===== src/rtl/dmem_arbiter.sv =====
// dmem_arbiter
// Shares one single-port synchronous data RAM between the processor core and
// an auxiliary burst engine. The core normally has priority. The burst engine
// is force-granted once it has been denied STARVE_MAX cycles in a row. RAM
// select/address/data are driven combinationally from the current-cycle grant.
// Read data comes back one cycle later with a one-cycle valid strobe.

`ifndef DMEMADDRW
`define DMEMADDRW 10
`endif

module dmem_arbiter #(
    parameter int ADDR_W     = `DMEMADDRW,
    parameter int DATA_W     = 32,
    parameter int LEN_W      = 8,
    parameter int STARVE_MAX = 4
) (
    input  logic              clk,
    input  logic              rst_b,
    // core port
    input  logic              core_en_b,
    input  logic              core_rw,
    input  logic [ADDR_W-1:0] core_addr,
    input  logic              core_indir,
    input  logic [ADDR_W-1:0] core_ptr,
    input  logic [DATA_W-1:0] core_wdata,
    output logic              core_stall,
    output logic [DATA_W-1:0] core_rdata,
    output logic              core_rvalid,
    // aux burst port
    input  logic              aux_start,
    input  logic              aux_rw,
    input  logic [ADDR_W-1:0] aux_base,
    input  logic [LEN_W-1:0]  aux_len,
    input  logic [DATA_W-1:0] aux_wdata,
    output logic              aux_wack,
    output logic [DATA_W-1:0] aux_rdata,
    output logic              aux_rvalid,
    output logic              aux_busy,
    output logic              aux_done,
    // RAM port
    output logic              ram_cs_b,
    output logic              ram_rw,
    output logic [ADDR_W-1:0] ram_addr,
    output logic [DATA_W-1:0] ram_wdata,
    input  logic [DATA_W-1:0] ram_rdata
);

    // Starve counter only needs to reach STARVE_MAX; keep at least one bit.
    localparam int            SW         = (STARVE_MAX < 1) ? 1 : $clog2(STARVE_MAX + 1);
    localparam logic [SW-1:0] STARVE_LIM = SW'(STARVE_MAX);

    typedef enum logic [1:0] {
        ST_IDLE    = 2'd0,
        ST_BURST   = 2'd1,
        ST_PREEMPT = 2'd2
    } state_t;

    state_t            state_q, state_d;
    logic [ADDR_W-1:0] addr_q, addr_d;
    logic [LEN_W-1:0]  rem_q, rem_d;
    logic              dir_q, dir_d;
    logic [SW-1:0]     starve_q, starve_d;
    logic              busy_q, busy_d;
    logic              done_q, done_d;
    logic              core_rv_q, core_rv_d;
    logic              aux_rv_q, aux_rv_d;
    logic [DATA_W-1:0] core_rd_q;
    logic [DATA_W-1:0] aux_rd_q;

    logic              core_req;
    logic              aux_pend;
    logic              force_aux;
    logic              core_gnt;
    logic              aux_gnt;
    logic              start_ok;

    // Grant decision for this cycle; nothing is granted while reset is held.
    always_comb begin
        core_req  = rst_b & ~core_en_b;
        aux_pend  = (state_q != ST_IDLE);
        force_aux = aux_pend && (starve_q == STARVE_LIM);
        core_gnt  = core_req && !force_aux;
        aux_gnt   = rst_b && aux_pend && !core_gnt;
        // A new burst is only accepted once the previous one has fully
        // retired, including its aux_done cycle.
        start_ok  = aux_start && !busy_q && (state_q == ST_IDLE);
    end

    // RAM drive follows the grant directly; idle drive is a deselected read at 0.
    always_comb begin
        ram_cs_b  = 1'b1;
        ram_rw    = 1'b1;
        ram_addr  = '0;
        ram_wdata = '0;
        if (core_gnt) begin
            ram_cs_b  = 1'b0;
            ram_rw    = core_rw;
            ram_addr  = core_indir ? core_ptr : core_addr;
            ram_wdata = core_wdata;
        end else if (aux_gnt) begin
            ram_cs_b  = 1'b0;
            ram_rw    = dir_q;
            ram_addr  = addr_q;
            ram_wdata = aux_wdata;
        end
    end

    // Burst sequencing, starvation tracking and status flag next-state logic.
    always_comb begin
        state_d   = state_q;
        addr_d    = addr_q;
        rem_d     = rem_q;
        dir_d     = dir_q;
        starve_d  = starve_q;
        done_d    = 1'b0;
        core_rv_d = core_gnt && core_rw;
        aux_rv_d  = aux_gnt && dir_q;

        case (state_q)
            ST_IDLE: begin
                if (start_ok) begin
                    if (aux_len == '0) begin
                        // Empty burst: report completion without touching RAM.
                        done_d = 1'b1;
                    end else begin
                        state_d = ST_BURST;
                        addr_d  = aux_base;
                        rem_d   = aux_len;
                        dir_d   = aux_rw;
                    end
                end
            end
            ST_BURST, ST_PREEMPT: begin
                if (aux_gnt) begin
                    addr_d   = addr_q + ADDR_W'(1);
                    rem_d    = rem_q - LEN_W'(1);
                    starve_d = '0;
                    if (rem_q == LEN_W'(1)) begin
                        state_d = ST_IDLE;
                        done_d  = 1'b1;
                    end else begin
                        state_d = ST_BURST;
                    end
                end else if (core_gnt) begin
                    starve_d = starve_q + SW'(1);
                    state_d  = ST_PREEMPT;
                end
            end
            default: begin
                state_d = ST_IDLE;
            end
        endcase

        busy_d = (state_d != ST_IDLE) || done_d;
    end

    // Control state and registered status flags.
    always_ff @(posedge clk or negedge rst_b) begin
        if (!rst_b) begin
            state_q   <= ST_IDLE;
            addr_q    <= '0;
            rem_q     <= '0;
            dir_q     <= 1'b0;
            starve_q  <= '0;
            busy_q    <= 1'b0;
            done_q    <= 1'b0;
            core_rv_q <= 1'b0;
            aux_rv_q  <= 1'b0;
        end else begin
            state_q   <= state_d;
            addr_q    <= addr_d;
            rem_q     <= rem_d;
            dir_q     <= dir_d;
            starve_q  <= starve_d;
            busy_q    <= busy_d;
            done_q    <= done_d;
            core_rv_q <= core_rv_d;
            aux_rv_q  <= aux_rv_d;
        end
    end

    // Hold the last returned read word so rdata stays stable between strobes.
    always_ff @(posedge clk or negedge rst_b) begin
        if (!rst_b) begin
            core_rd_q <= '0;
            aux_rd_q  <= '0;
        end else begin
            if (core_rv_q) begin
                core_rd_q <= ram_rdata;
            end
            if (aux_rv_q) begin
                aux_rd_q <= ram_rdata;
            end
        end
    end

    // The RAM word is only present during the strobe cycle, so it is passed
    // straight through then and replayed from the hold register afterwards.
    assign core_rdata  = core_rv_q ? ram_rdata : core_rd_q;
    assign aux_rdata   = aux_rv_q  ? ram_rdata : aux_rd_q;
    assign core_rvalid = core_rv_q;
    assign aux_rvalid  = aux_rv_q;

    // Stall and write-acknowledge must track the live grant, so they are
    // decoded directly from it rather than registered.
    assign core_stall  = core_req & aux_gnt;
    assign aux_wack    = aux_gnt & ~dir_q;
    assign aux_busy    = busy_q;
    assign aux_done    = done_q;

endmodule


===== config.mk =====
export PLATFORM = sky130hd
export DESIGN_NAME = dmem_arbiter
export DESIGN_NICKNAME = d
export VERILOG_FILES = /design/src/rtl/dmem_arbiter.sv
export SDC_FILE = /design/constraint.sdc
export NUM_CORES = 1
export LEC_CHECK = 0
export CAP_MARGIN = 20
export CORE_MARGIN = 2
export CORE_UTILIZATION = 40
export CTS_CLUSTER_DIAMETER = 120
export DETAILED_ROUTE_END_ITERATION = 7
export MAX_ROUTING_LAYER = met4
export PLACE_DENSITY = 0.86
export SLEW_MARGIN = 20
export SYNTH_ARGS = -nofsm -noshare
export SYNTH_HDL_FRONTEND = slang
export SYNTH_SLANG_ARGS = --single-unit

===== constraint.sdc =====
create_clock -name clk -period 2.2 [get_ports clk]
set_input_delay 0.22 -clock clk [delete_from_list [all_inputs] [get_ports clk]]
set_output_delay 0.22 -clock clk [all_outputs]
set_load 0.01 [all_outputs]

==> summary.md, run 1 <==
| Metric | Value |
|---|---|
| Ys async rst share | 1.00 |
| Simple-Gate Fraction of Synth Area | 0.0976 |
| Number of diodes | 0 |
| CTS clock-pin slew for the worst setup and hold paths | 0.07 ns |
| Synthesized area per cell | 11.5 µm² |
| Yosys warning total | 0 |
| Leak | between 3 and 4 nW |
| Max_cap viols | 0 |
| Setup CP Type | reg -> out |
| Via/cell ratio | ~5.4 |
| Crit path max fanout | 9 |
| Pre-antenna DRT Iters | 4 |
| Die area | 12700 µm² |
| Row Count | 39 |
| Synth unique cells | 48 |
| Io pins | 255 |
| DP HPWL | around 12000 µm |
| CP required | 1.98 ns |
| DR iter-0 viols | between 300 and 400 |
| CTS tree | done |
| Global-route wire length before repair | roughly 24000 µm |
| Largest family of logic cells by synthesized area | multiplexers |
| Most common cell after layout, fill and taps aside | clkdlybuf4s50_1 |
| Post-Synth XOR/XNOR Area | 0 |
| Setup violations, final | 0 |
| Tot GR Track Use | 0.248 |
| Placed insts | between 800 and 900 |
| Final hold slack | 0.387 ns |
| RSZ-0062 raised after global routing | yes |
| Startpoint types | flip-flop |
| Final Hold Viols | 0 |
| Worst EP arrival | approximately 2 ns |
| H-Tree Level Count | 3 |
| Final period util | 0.999 |
| Initial Util | 0.410 |
| Most frequent cells in the layout | 208 x clkdlybuf4s50_1, 92 x dfrtp_1, 66 x mux2_2 |
| CTS Root Buffer Type | clkbuf_16 |
| Post-Layout Cell Count | approximately 840 |
| Total power | 0.00922 W |
| Core area | 11500 µm² |
| Number of global-route vias before repair | 4687 |
| DRC violations left | 0 |
| Mapped Nets | between 500 and 600 |
| Clock skew | 0.00499 ns |
| Max Root-Sink Buffers | 2 |
| Nets | approximately 840 |
| Finished Cell Area | just under 8000 µm² |
| Number of nets still failing antenna checks after routing | 0 |
| Die width | around 110 µm |
| Crit. End Element | output port |
| Mapped cell area | approximately 4700 µm² |
| Fraction of layout cells with a size suffix above 1 | 0.272 |
| Area of placed instances | between 7000 and 8000 µm² |
| Tightest Hold Check Type | in -> async |
| Worst skew pair latency | about 0.34 ns |
| Post-Route WL | ~16000 µm |
| Initial antenna violation count | 0 |
| Rel. slew slack | 0.629 |
| Synth Instances | roughly 410 |
| Seq/Total Area, Yosys | 0.489 |
| Worst vdd ir | 0.944 mV |
| Number of buffers created by CTS | 9 |
| Number of synthesized flops with an enable pin | 0 |
| Adder-Cell Fraction of Synth Area | 0.0186 |
| Clock net sink count | 92 |
| Fmax | between 400 and 500 MHz |
| Register bit total from synthesis | between 90 and 100 |
| Fin. max-slew vios | 0 |
| Status | completed |
| Min Clock Period, post-route | 2.20 ns |
| Top_reg_cell synth | dfrtp_1 |
| Multiplexer share of the synthesized area | 0.190 |
| Die height | 112 µm |
| Port buffer count | 254 |
| DR WL/cell | 18.7 µm |
| Cell Pwr Density | 1170 nW/µm² |
| Least-Margin Pin Slew | roughly 0.56 ns |
| Area Growth Syn to Fin | 67.7% |
| DR vias | ~4500 |
| Compound-Gate Fraction of Synth Area | 0.165 |
| Largest net degree at the start of global routing | 44 |
| Total gr overflow | 0 |
| Placer Congestion | ~0.88 |
## cell type report
cell class	instances	area [µm²]
timing repair buffer	299	2800
tap	143	179
multi-input combinational	277	2260
clock buffer	9	225
sequential	92	2300
clock inverter	6	90.1
inverter	9	33.8
fill	838	3570
## synth_stat cells, types with 2 or more instances
cell,number,area [µm²]
buf_6,2,22.5
nand3_1,10,50.1
a22o_1,34,298
nor2b_1,7,43.8
dfrtp_1,92,2300
o22ai_1,6,37.5
and3_1,3,18.8
inv_1,9,33.8
nand2_1,20,75.1
buf_4,2,15.0
buf_1,7,26.3
o22a_1,6,52.6
clkbuf_1,7,26.3
mux2_2,66,743
mux2i_1,15,150
a31oi_1,9,56.3
and2_1,3,18.8
nor4_1,3,18.8
and3b_1,4,35.0
nor2_1,18,67.6
nand3b_1,3,22.5
a21o_1,2,15.0
nor4_2,2,25.0
a21oi_1,15,75.1
o21ai_0,14,70.1
a22oi_1,4,30.0
ha_1,7,87.6
buf_2,13,65.1
nand4_1,4,25.0
o211ai_1,3,22.5
nor3_1,2,10.0
## what timing repair did
action	CTS	global route
pin swaps	4	2
gates resized for setup	191	10
gates cloned	2	0
endpoints found under the hold margin	7	0
hold buffers	1	0
setup endpoints to repair	45	45
buffers inserted	11	4
## where the power goes
| part | leakage [nW] | internal, W | switching, W |
|---|---|---|---|
| Combinational | 2.18 | 0.00268 | 0.00210 |
| Clock | 0.151 | 0.000991 | 0.000648 |
| Sequential | 1.09 | 0.00239 | 0.000417 |
| Total | 3.41 | 0.00606 | 0.00316 |
## critical path, cell delays in order, from the launching register on
cell and delay (ns):
dfrtp_1 0.39, inv_2 0.09, ha_4 0.16, a21oi_4 0.06, nor3b_2 0.23, buf_4 0.17, buf_6 0.12, buf_16 0.12
a22o_1 0.18, buf_6 0.12
## flip-flops by register name, summed over array words and instances, names as in the netlist
register     count
aux_rd_q        32
core_rd_q       32
addr_q          10
rem_q            8
starve_q         3
state_q          2
aux_busy         1
aux_done         1
aux_rvalid       1
core_rvalid      1
dir_q            1
## cells by family after synthesis
logic type | after synthesis
DFF | 92
muxes | 81
and+or+nand+nor | 85
adders and majority gates | 7
buffers and inverters | 40
AOI/OAI and AO/OA | 104
## worst paths after layout
check | startpoint | end | slack, ns | depth (start not counted)
setup / recovery | starve_q[0] | ram_wdata[29] | 0.003 | 9
hold / removal | rst_b | aux_done | 0.39 | 3
setup reg to reg | state_q[0] | rem_q[2] | 0.29 | 8
hold reg to reg | aux_rd_q[27] | aux_rd_q[27] | 0.49 | 1
max in group asynchronous | rst_b | aux_rd_q[31] | 1.03 | 4
min in group clk | core_rw | core_rvalid | 0.46 | 3
## metrics by stage
stage                     TNS [ns]  setup slack (ns)   util
final                            0           0.00309  0.688
after global routing         -1.52           -0.0742  0.688
after CTS                 -0.00737          -0.00737  0.684
after detailed placement     -2.44            -0.135  0.659
after global placement      -0.442           -0.0220  0.659
after floorplan                  0             0.375      -
## layer usage
| metal | part of all wire | vias up | global-route usage |
|---|---|---|---|
| met1 | 0.40 | 2171 | 0.292 |
| met2 | 0.51 | 214 | 0.414 |
| met5 | 0 | - | - |
| met4 | 0.029 | 0 | 0.0862 |
| met3 | 0.069 | 35 | 0.0643 |
| li1 | - | 2084 | - |
No activity file was read; power rests on OpenSTA's default activity.
==> run 2, diff against run 1 <==
ABC_AREA = 1   (was default)
CTS_BUF_LIST = sky130_fd_sc_hd__clkbuf_8   (was default)
==> run 2 against run 1 <==
Against the previous run:
- the run now ends with negative setup slack left
- global-route usage grew 1.4 points
- first-iteration DRC count shrank 30%
- total power shrank 7.3%
- critical endpoint is now ram_wdata[1]
- largest cell class unchanged
- sequential power shrank 4%
- worst setup slack lost 0.042 ns
- worst hold slack gained 0.021 ns
- register-to-register slack lost 0.23 ns
- cell count grew 9.5%
- maximum frequency shrank 1.9%
- sequential share of layout area grew 0.61 points
- critical path type unchanged
- critical path depth shrank 1
- non-clock buffer count shrank 9
==> summary.md, run 2 <==
| Metric | Value |
|---|---|
| Post-Route WL | about 16000 µm |
| Post-layout util | 0.677 |
| DR vias | roughly 4600 |
| Post-Layout Cell Count | between 900 and 1000 |
| Number of diodes | 0 |
| Nets | 914 |
| Synth Instances | around 500 |
| Mapped Nets | approximately 640 |
| Top_reg_cell synth | dfrtp_1 |
| Fin. max-slew vios | 0 |
| Number of synthesized flops with an enable pin | 0 |
| Biggest area consumer among synthesized cells | dfrtp_1 |
| Clock skew | between 0.01 and 0.015 ns |
| Reg-to-Reg Start | state_q[1] |
| Worst Hold Depth | 3 |
| Initial antenna violation count | 0 |
| CP top delay family | buffers and inverters |
| Post-synth top area share | 0.490 |
| Pre-antenna DRT Iters | 4 |
| Number of global-route vias before repair | between 4000 and 5000 |
| CTS clock-pin slew for the worst setup and hold paths | ~0.090 ns |
| Final hold slack | approximately 0.41 ns |
| Status | finished with violations |
| Row Count | 39 |
| Tightest Hold Check Type | in -> reg |
| DP HPWL | approximately 12000 µm |
| Finished Cell Area | ~7700 µm² |
| Total gr overflow | 0 |
| DR iter-0 viols | roughly 240 |
| Slowest stage cell on the critical path | dfrtp_1 |
| Area Growth Syn to Fin | 64.6% |
| Io pins | about 260 |
| Synth unique cells | 27 |
| Max Root-Sink Buffers | 2 |
| Setup CP Type | reg -> out |
| Placed insts | between 800 and 900 |
| RSZ-0062 raised after global routing | yes |
| Worst Path Buf+Inv | 4 |
| Most frequent cells after synthesis | 121 x nand2_1, 92 x dfrtp_1, 60 x mux2_2 |
| Rel. slew slack | 0.585 |
| Synthesized area per cell | 9.59 µm² |
| Crit path max fanout | 17 |
| Most frequent cells in the layout | 207 x clkdlybuf4s50_1, 120 x nand2_1, 92 x dfrtp_1 |
| Crit. End Element | output port |
| Least-Margin Pin Slew | between 0.6 and 0.7 ns |
| Largest net degree at the start of global routing | 51 |
| Area of placed instances | about 7500 µm² |
| Max_cap viols | 0 |
| Largest regs | aux_rd_q x32, core_rd_q x32, addr_q x10 |
| Hold endpoint | core_rvalid |
| Final period util | 1.02 |
| Clock net sink count | 92 |
| Via/cell ratio | slightly above 5 |
| Startpoint types | flip-flop |
| Seq/Total Area, Yosys | 0.490 |
| Length in cells of the worst reg-to-reg path | 15 |
| Die width | 112 µm |
| Port buffer count | approximately 250 |
| Setup violations, final | 6 |
| PnR worst setup slack | -0.0391 ns |
| DR WL/cell | ~18 µm |
| CP required | around 2.0 ns |
| Worst EP arrival | 2.02 ns |
| Ys async rst share | 1.00 |
| Count leader, synth | nand2_1 |
| Final Hold Viols | 0 |
| Most common cell after layout, fill and taps aside | clkdlybuf4s50_1 |
| Global-route wire length before repair | around 25000 µm |
| Mapped cell area | about 4700 µm² |
| Critical-path cell list | inv_2 -> ha_4 -> nor2_1 -> nand2_4 -> inv_8 -> buf_16 -> a22o_1 -> clkdlybuf4s15_1 |
| Number of nets still failing antenna checks after routing | 0 |
| Dominant cells by area after synthesis | dfrtp_1 49%, mux2_2 14%, nand2_1 9.7%, a22o_1 6.0%, inv_1 3.5% |
| Cell Pwr Density | 1110 nW/µm² |
| Die area | approximately 13000 µm² |
| Placer Congestion | about 0.90 |
| Worst vdd ir | around 0.78 mV |
| FF-to-FF End | aux_busy |
| H-Tree Level Count | 3 |
| R2R Setup Slk | 0.06 ns |
| CTS tree | done |
| Worst skew pair latency | 0.37 ns |
| Tot GR Track Use | 0.262 |
| Fraction of layout cells with a size suffix above 1 | 0.217 |
| Fmax | ~450 MHz |
| Total power | approximately 0.0085 W |
| Number of buffers created by CTS | 9 |
| DRC violations left | 0 |
| Register bit total from synthesis | ~90 |
| CP max stage delay | approximately 0.39 ns |
| Initial Util | 0.411 |
| Leak | 3.60 nW |
| Failing checks | negative setup slack |
| Min-Delay Startpoint | core_rw |
| Core area | ~11000 µm² |
| Min Clock Period, post-route | ~2.2 ns |
| Die height | 112 µm |
| CTS Root Buffer Type | clkbuf_8 |
| Yosys warning total | 0 |
run 2: stage by stage:
stage	setup TNS [ns]	setup WS (ns)
6_report	-0.194	-0.0391
5_1_grt	-1.79	-0.141
4_1_cts	-0.959	-0.181
3_5_place_dp	0	0.0372
3_3_place_gp	0	0.100
2_1_floorplan	0	0.554
run 2: layout make-up:
type	count	area [µm²]
fill	841	3690
multi-input combinational	325	2120
inverter	48	188
sequential	92	2300
timing repair buffer	290	2740
clock inverter	7	80.1
clock buffer	9	124
tap	143	179
run 2: how the worst max path moves through the flow:
stage,from,to,slack (ns),cells past startpoint
finish,state_q[1],ram_wdata[1],-0.04,8
global route,state_q[1],ram_wdata[1],-0.14,8
CTS,state_q[0],aux_wack,-0.18,9
detailed placement,state_q[0],ram_wdata[29],0.04,10
global placement,core_en_b,ram_wdata[29],0.10,8
floorplan,state_q[0],ram_addr[1],0.55,10
run 2: where the power goes:
| part | switching, W | internal (W) |
|---|---|---|
| clock network | 0.000629 | 0.000541 |
| logic | 0.00227 | 0.00241 |
| registers | 0.000344 | 0.00235 |
run 2: cell families after synthesis:
group	synth area share
buf+inv	0.0658
simple gates	0.146
xor+xnor	0.00746
compound gates	0.110
fa+ha+maj	0.0186
flops	0.490
mux	0.162
run 2: worst min-delay path, cell delays in order:
cell	delay (ns)
clkdlybuf4s50_1	0.40
inv_1	0.07
nor2_1	0.04
run 2: what timing repair did:
item,in CTS,in global routing
hold buffers,1,0
hold endpoints to repair,42,0
cloned,1,1
endpoints found under the setup margin,46,48
setup buffers,15,3
gates resized for setup,79,74
pin swaps,2,3
run 2: layer usage:
| metal | share of wire | track usage | vias to the layer above |
|---|---|---|---|
| met3 | 0.062 | 0.0518 | 30 |
| met1 | 0.40 | 0.305 | 2221 |
| met5 | 0 | - | - |
| li1 | - | - | 2188 |
| met2 | 0.52 | 0.453 | 205 |
| met4 | 0.022 | 0.0911 | 0 |
